==> config.mk <==
export PLATFORM = sky130hd
export DESIGN_NAME = adc_delay_cal
export DESIGN_NICKNAME = d
export VERILOG_FILES = /design/src/rtl/adc_cal_pkg.sv /design/src/rtl/adc_delay_cal_run_finder.sv /design/src/rtl/adc_delay_cal.sv
export SDC_FILE = /design/constraint.sdc
export NUM_CORES = 1
export LEC_CHECK = 0
export ABC_AREA = 0
export CORE_MARGIN = 8
export CORE_UTILIZATION = 60
export DETAILED_ROUTE_END_ITERATION = 8
export PLACE_DENSITY = 0.86
export SYNTH_ARGS = -nofsm -noshare
export SYNTH_HDL_FRONTEND = slang
export SYNTH_SLANG_ARGS = --single-unit
export TNS_END_PERCENT = 30
==> constraint.sdc <==
create_clock -name clkcomm -period 6.7 [get_ports clkcomm]
set_input_delay 1.34 -clock clkcomm [delete_from_list [all_inputs] [get_ports clkcomm]]
set_output_delay 1.34 -clock clkcomm [all_outputs]
set_load 0.03 [all_outputs]
==> src/rtl/adc_cal_pkg.sv <==
// adc_cal_pkg: shared types and constants for the ADC input-delay calibration block.
package adc_cal_pkg;
   localparam int TAP_W = 4;
   localparam int NTAPS = 16;
   localparam logic [TAP_W-1:0] RST_TAP1 = 4'd2;
   localparam logic [TAP_W-1:0] RST_TAP2 = 4'd0;
   typedef enum logic [2:0] {S_IDLE, S_SET_TAP, S_SETTLE, S_MEASURE, S_EVAL, S_SELECT, S_FINISH} state_t;
   // Simultaneous +1 and -1 cancel; wrap is modulo 16
   function automatic logic [TAP_W-1:0] step_tap(input logic [TAP_W-1:0] t, input logic inc, input logic dec);
      return t + TAP_W'(inc) - TAP_W'(dec);
   endfunction
endpackage

==> src/rtl/adc_delay_cal_run_finder.sv <==
// run_finder: scans a 16-bit pass map one bit per cycle and reports the longest run (lowest start on ties).
module run_finder
   import adc_cal_pkg::*;
(
   input  logic             clkcomm,
   input  logic             RST,
   input  logic             go,
   input  logic [NTAPS-1:0] map,
   output logic [TAP_W-1:0] start,
   output logic [4:0]       len,
   output logic             valid
);
   logic [NTAPS-1:0] r_map;
   logic [TAP_W-1:0] r_idx, r_cur_start, r_best_start;
   logic [4:0]       r_cur_len, r_best_len;
   logic             r_run, r_valid;
   logic [4:0]       w_len;
   logic [TAP_W-1:0] w_start;
   assign w_len   = r_map[r_idx] ? r_cur_len + 5'd1 : 5'd0;
   assign w_start = (r_cur_len == 5'd0) ? r_idx : r_cur_start;
   assign start   = r_best_start;
   assign len     = r_best_len;
   assign valid   = r_valid;
   always_ff @(posedge clkcomm or negedge RST)
      if (!RST) begin
         r_map        <= '0;
         r_idx        <= '0;
         r_cur_start  <= '0;
         r_best_start <= '0;
         r_cur_len    <= '0;
         r_best_len   <= '0;
         r_run        <= 1'b0;
         r_valid      <= 1'b0;
      end else begin
         r_valid <= 1'b0;
         if (go) begin
            r_map        <= map;
            r_idx        <= '0;
            r_cur_len    <= '0;
            r_best_len   <= '0;
            r_best_start <= '0;
            r_run        <= 1'b1;
         end else if (r_run) begin
            r_cur_len   <= w_len;
            r_cur_start <= w_start;
            // strict compare keeps the earlier run on ties
            if (w_len > r_best_len) begin
               r_best_len   <= w_len;
               r_best_start <= w_start;
            end
            r_idx <= r_idx + TAP_W'(1);
            if (r_idx == TAP_W'(NTAPS - 1)) begin
               r_run   <= 1'b0;
               r_valid <= 1'b1;
            end
         end
      end
endmodule

==> src/rtl/adc_delay_cal.sv <==
// adc_delay_cal: sweeps each ADC channel's delay tap against a training pattern and centres it in the
// longest passing window; owns both delay registers and applies manual incr/decr pulses while idle.
module adc_delay_cal
   import adc_cal_pkg::*;
#(
   parameter int                DATA_W  = 14,
   parameter logic [DATA_W-1:0] PATTERN = 14'h2A5C,
   parameter int                WIN_LEN = 256,
   parameter int                SETTLE  = 16,
   parameter int                MIN_RUN = 3
) (
   input  logic              clkcomm,
   input  logic              RST,
   input  logic              start,
   input  logic              abort,
   input  logic              ad_valid,
   input  logic [DATA_W-1:0] ad1_data,
   input  logic [DATA_W-1:0] ad2_data,
   input  logic [1:0]        man_incr,
   input  logic [1:0]        man_decr,
   output logic [TAP_W-1:0]  ad1_delay,
   output logic [TAP_W-1:0]  ad2_delay,
   output logic              busy,
   output logic              done,
   output logic [1:0]        fail,
   output logic [NTAPS-1:0]  pass_map1,
   output logic [NTAPS-1:0]  pass_map2
);
   localparam int CNT_W = $clog2((WIN_LEN > SETTLE ? WIN_LEN : SETTLE) + 1);
   state_t           r_state, w_next;
   logic             r_ch2, r_err;
   logic [TAP_W-1:0] r_tap, r_ad1, r_ad2, r_bak1, r_bak2;
   logic [CNT_W-1:0] r_cnt;
   logic [1:0]       r_fail;
   logic [NTAPS-1:0] r_map1, r_map2, w_map_eval;
   logic [DATA_W-1:0] w_sample;
   logic             w_go, w_abort, w_rf_valid, w_bad;
   logic [TAP_W-1:0] w_rf_start, w_chosen;
   logic [4:0]       w_rf_len, w_half;
   assign busy       = (r_state != S_IDLE) && (r_state != S_FINISH);
   assign done       = (r_state == S_FINISH);
   assign w_abort    = abort && busy;
   assign w_sample   = r_ch2 ? ad2_data : ad1_data;
   assign w_map_eval = (r_ch2 ? r_map2 : r_map1) | (NTAPS'(!r_err) << r_tap);
   assign w_bad      = w_rf_len < 5'(MIN_RUN);
   assign w_half     = (w_rf_len - 5'd1) >> 1;
   assign w_chosen   = w_rf_start + w_half[TAP_W-1:0];
   assign ad1_delay  = r_ad1;
   assign ad2_delay  = r_ad2;
   assign fail       = r_fail;
   assign pass_map1  = r_map1;
   assign pass_map2  = r_map2;
   run_finder u_rf (
      .clkcomm (clkcomm),
      .RST     (RST),
      .go      (w_go),
      .map     (w_map_eval),
      .start   (w_rf_start),
      .len     (w_rf_len),
      .valid   (w_rf_valid)
   );
   always_ff @(posedge clkcomm or negedge RST)
      if (!RST) r_state <= S_IDLE;
      else      r_state <= w_next;
   always_comb begin
      w_next = r_state;
      w_go   = 1'b0;
      if (w_abort) w_next = S_IDLE;
      else
         case (r_state)
            S_IDLE:    w_next = start ? S_SET_TAP : S_IDLE;
            S_SET_TAP: w_next = S_SETTLE;
            S_SETTLE:  w_next = (r_cnt == CNT_W'(SETTLE - 1)) ? S_MEASURE : S_SETTLE;
            S_MEASURE: w_next = (ad_valid && r_cnt == CNT_W'(WIN_LEN - 1)) ? S_EVAL : S_MEASURE;
            S_EVAL: begin
               w_go   = (r_tap == TAP_W'(NTAPS - 1));
               w_next = w_go ? S_SELECT : S_SET_TAP;
            end
            S_SELECT:  w_next = !w_rf_valid ? S_SELECT : (r_ch2 ? S_FINISH : S_SET_TAP);
            default:   w_next = S_IDLE;
         endcase
   end
   always_ff @(posedge clkcomm or negedge RST)
      if (!RST) begin
         r_ad1  <= RST_TAP1;
         r_ad2  <= RST_TAP2;
         r_bak1 <= RST_TAP1;
         r_bak2 <= RST_TAP2;
         r_ch2  <= 1'b0;
         r_err  <= 1'b0;
         r_tap  <= '0;
         r_cnt  <= '0;
         r_fail <= '0;
         r_map1 <= '0;
         r_map2 <= '0;
      end else if (w_abort) begin
         r_ad1 <= r_bak1;
         r_ad2 <= r_bak2;
      end else
         case (r_state)
            S_IDLE:
               if (start) begin
                  r_bak1 <= r_ad1;
                  r_bak2 <= r_ad2;
                  r_fail <= '0;
                  r_map1 <= '0;
                  r_map2 <= '0;
                  r_ch2  <= 1'b0;
                  r_tap  <= '0;
               end else begin
                  r_ad1 <= step_tap(r_ad1, man_incr[0], man_decr[0]);
                  r_ad2 <= step_tap(r_ad2, man_incr[1], man_decr[1]);
               end
            S_SET_TAP: begin
               if (r_ch2) r_ad2 <= r_tap;
               else       r_ad1 <= r_tap;
               r_cnt <= '0;
               r_err <= 1'b0;
            end
            S_SETTLE:  r_cnt <= (r_cnt == CNT_W'(SETTLE - 1)) ? '0 : r_cnt + CNT_W'(1);
            S_MEASURE:
               if (ad_valid) begin
                  r_cnt <= r_cnt + CNT_W'(1);
                  if (w_sample != PATTERN) r_err <= 1'b1;
               end
            S_EVAL: begin
               if (r_ch2) r_map2 <= w_map_eval;
               else       r_map1 <= w_map_eval;
               r_tap <= r_tap + TAP_W'(1);
            end
            S_SELECT:
               if (w_rf_valid) begin
                  if (r_ch2) r_ad2 <= w_bad ? r_bak2 : w_chosen;
                  else       r_ad1 <= w_bad ? r_bak1 : w_chosen;
                  r_fail <= r_fail | ({r_ch2, !r_ch2} & {2{w_bad}});
                  r_ch2  <= 1'b1;
                  r_tap  <= '0;
               end
            default: ;
         endcase
endmodule

==> impl_metrics.csv <==
group,metric,value,unit
global_routing,grt_max_degree,75,
timing,max_freq,0.250,GHz
worst_setup_path,arrival,4.33,ns
placed_design,post-dp-hpwl,10.9,mm
global_routing,grt_pass1_wl,25.2,mm
synthesis,syn_nets,696,
pwr,p_per_area,245,mW/mm2
timing,period_share,59.7,%
clock_network,clock_sinks,108,
cells_and_area,syn2layout_area_growth,16.7,%
global_routing,grt_usage,23.2,%
synthesis,yosysWarnings,0,
die,chipWidth,117,um
timing,finalMaxSlewViolations,0,
timing,worstMarginPinSlew,1.18,ns
worst_setup_path,crit_family,"multiplexers",
die,dieArea,0.0137,mm2
placed_design,place_ws,2.74,ns
cells_and_area,utilization,70.7,%
die,fp-row-count,37,
cells_and_area,drive_above_1_share,9.34,%
worst_setup_path,path_common_cell,"mux4_2",
drt,routed_wl,15.1,mm
global_routing,busiest_layer,"met2",
global_routing,met2_usage,40.4,%
synthesis,synthesis.instances,633,
timing,final_hold_viol_count,0,
synthesis,ys_seq_area_share,44.0,%
cells_and_area,layout.nets,754,
drt,drtIter0Drc,415,
worst_setup_path,path_buf_inv,0,
worst_setup_path,path_class,"reg2reg",
die,die_h,117,um
worst_setup_path,critical_path.max_stage_delay,0.87,ns
clock_network,insertion_delay,0.39,ns
timing,finClkSkew,0.0162,ns
cells_and_area,multi_input_area,0.00316,mm2
worst_setup_path,path_cells,"mux4_2 > mux4_2 > and2_4 > ha_1 > and3_1 > a31o_2 > a21oi_1 > mux2i_1 > nor2b_1",
synthesis,ys_async_sr_fraction,100,%
drt,avgRoutedWirePerCell,18.1,um
synthesis,syn_area,0.00614,mm2
timing,max-slew-margin-rel,21.3,%
timing,setup_viol,0,
synthesis,synth_edf_count,0,
synthesis,ys.flop_type,"dfrtp_1",
worst_setup_path,critPathRequiredTime,7.03,ns
drt,vias,5040,
timing,rsz0062_at_grt,"false",
synthesis,syn_avg_cell_area,9.70,um2
clock_network,cts_made_buffers,9,
drt,viasPerCell,6.06,
die,start_util,60.6,%
worst_setup_path,crit_slowest_cell,"a21oi_1",
worst_setup_path,cp-start-kind,"register",
drt,drt_first_pass_iters,6,
worst_setup_path,end_kind,"register",
drt,ant_nets,0,
clock_network,cts_resized,0,
clock_network,clk_pin_slew_worst_paths,0.12,ns
synthesis,yosys-top-cells-area,"dfrtp_1 (43%), o21ai_0 (6.0%), mux2_2 (5.0%)",
min_path,hp-class,"reg2reg",
synthesis,synth_top_cell_area_share,43.2,%
clock_network,post_cts_buffers,0,
die,design.core.area,0.0101,mm2
cells_and_area,fin_area,0.00717,mm2
global_routing,antenna_found_initial,0,
placed_design,finalWeightedCongestion,0.884,
clock_network,root_buffer,"clkbuf_8",
synthesis,yosys_register_bits,108,
worst_setup_path,cp_max_fo,13,
pwr,vdd_ir_drop_max,0.185,mV
drt,drc,0,
cells_and_area,seq_area,0.00271,mm2
clock_network,cts_hold_buf,0,
pwr,leakage,3.05,nW
die,io_pins,81,
global_routing,met1_usage,27.7,%
clock_network,clockBufferDepth,2,
run,cap_violations,0,
clock_network,cts_tree,"done",
status,status,"finished, final reports clean",
clock_network,htreeDepth,3,
timing,min_period,4.00,ns
timing,setup_tns,0,ns
global_routing,use_met3,4.36,%
placed_design,io_buffer_count,80,
timing,fin_ws,2.70,ns
cells_and_area,diodes,0,
placed_design,placed_area,0.00698,mm2
cells_and_area,fill_cells,722,
synthesis,ys_types,67,
synthesis,synth_top_cell_by_area,"dfrtp_1",
global_routing,grt_pass1_vias,5139,
global_routing,gr-total-overflow,0,
layer usage:
metal | vias to the layer above | routed length, um
li1 | 2371 | -
met1 | 2442 | 6080
met2 | 183 | 7670
met3 | 44 | 883
met4 | 0 | 455
met5 | - | 0
flip-flops by register name, summed over array words and instances (netlist names):
register and flops:
ad1_delay 4, ad2_delay 4, fail 2, pass_map1 16, pass_map2 16, r_bak1 4
r_bak2 4, r_ch2 1, r_cnt 9, r_err 1, r_state 3, r_tap 4
u_rf.len 5, u_rf.r_cur_len 5, u_rf.r_cur_start 4, u_rf.r_idx 4, u_rf.r_map 16, u_rf.r_run 1
u_rf.start 4, u_rf.valid 1
power by group:
part / switching [W] / leakage, nW / internal (W)
Combinational: 0.000332 / 1.57 / 0.000241
Clock: 0.000249 / 0.0970 / 0.000147
Sequential: 0.0000729 / 1.38 / 0.000715
path summary, 6_finish.rpt:
kind / from / to / slack [ns] / cells after the start
worst max-delay path: u_rf.r_idx[0] / u_rf.len[0] / 2.70 / 9
worst min-delay path: r_bak1[2] / ad1_delay[2] / 0.51 / 1
worst max register to register: u_rf.r_idx[0] / u_rf.len[0] / 2.70 / 9
worst min register to register: r_bak1[2] / ad1_delay[2] / 0.51 / 1
max in group asynchronous: RST / u_rf.r_map[4] / 4.54 / 2
min in group asynchronous: RST / r_bak2[2] / 0.89 / 1
worst reg2reg max path: stages (launching register included):
cell,delay (ns)
dfrtp_1,0.62
mux4_2,0.58
mux4_2,0.56
and2_4,0.21
ha_1,0.28
and3_1,0.17
a31o_2,0.25
a21oi_1,0.87
mux2i_1,0.27
nor2b_1,0.14
cells in the mapped netlist, types with 2 or more instances:
cell and number:
dfrtp_1 106, nand2_1 78, o21ai_0 74, nor2_1 32, inv_1 31, mux2_2 27, mux2i_1 27, clkbuf_1 23
ha_1 23, nand3_1 19, nor2b_1 12, a21oi_1 11, buf_2 11, xnor2_1 11, a211oi_1 9, nand2b_1 8
nand4_1 8, nor3_1 8, xor2_1 8, a21o_1 7, a31oi_1 7, and3_1 7, o22ai_1 6, mux4_2 5
nor3b_1 5, and2_4 4, o31ai_1 4, a2111oi_0 3, a221o_1 3, fa_1 3, or3_1 3, a211o_1 2
and2_0 2, and2_1 2, and4_1 2, dfstp_2 2, nor4_1 2, nor4bb_1 2, o2111ai_1 2, o211a_1 2
o211ai_1 2, o2bb2ai_1 2, o32a_1 2, or2_2 2, or4_1 2
through the flow:
stage                     instances  hold slack (ns)  power [W]
after floorplan                 633            0.457    0.00118
after global placement          816            0.488    0.00134
after detailed placement        816            0.489    0.00137
after CTS                       832            0.514    0.00176
after global routing            832            0.536    0.00186
final                           832            0.511    0.00176
cell usage in the layout (no fill, tap or decap), drive strengths merged, types with 3 or more instances in the layout:
master and instances:
a31oi 7, a21oi 11, a221o 3, nand4 8, nand2 78, inv 36, a21o 7, mux2i 27
o31ai 4, buf 5, nand2b 8, nor3 8, a2111oi 3, o22ai 6, nor2 33, mux2 27
a211oi 9, xor2 8, nor3b 5, xnor2 11, fa 3, nor2b 12, dfrtp 106, mux4 5
nand3 19, ha 23, or3 3, o21ai 74, clkdlybuf4s50 79, or2 3, clkbuf 10, and3 7
and2 8
layout make-up:
| cell class | count | area share (%) |
|---|---|---|
| Clock buffer | 10 | 1.78 |
| Inverter | 31 | 1.62 |
| Tap cell | 136 | 2.37 |
| Clock inverter | 6 | 0.872 |
| Timing Repair Buffer | 84 | 11.6 |
| Sequential cell | 108 | 37.7 |
| Multi-Input combinational cell | 457 | 44.1 |
logic make-up after synthesis:
family / count (synthesis) / share of synthesized area, %
buf+inv: 68 / 4.56
xor+xnor: 19 / 2.71
fa+ha+maj: 26 / 5.66
flops: 108 / 44.0
mux: 59 / 11.2
simple gates: 205 / 16.6
compound gates: 148 / 15.2
No activity file was read; power rests on OpenSTA's default activity.
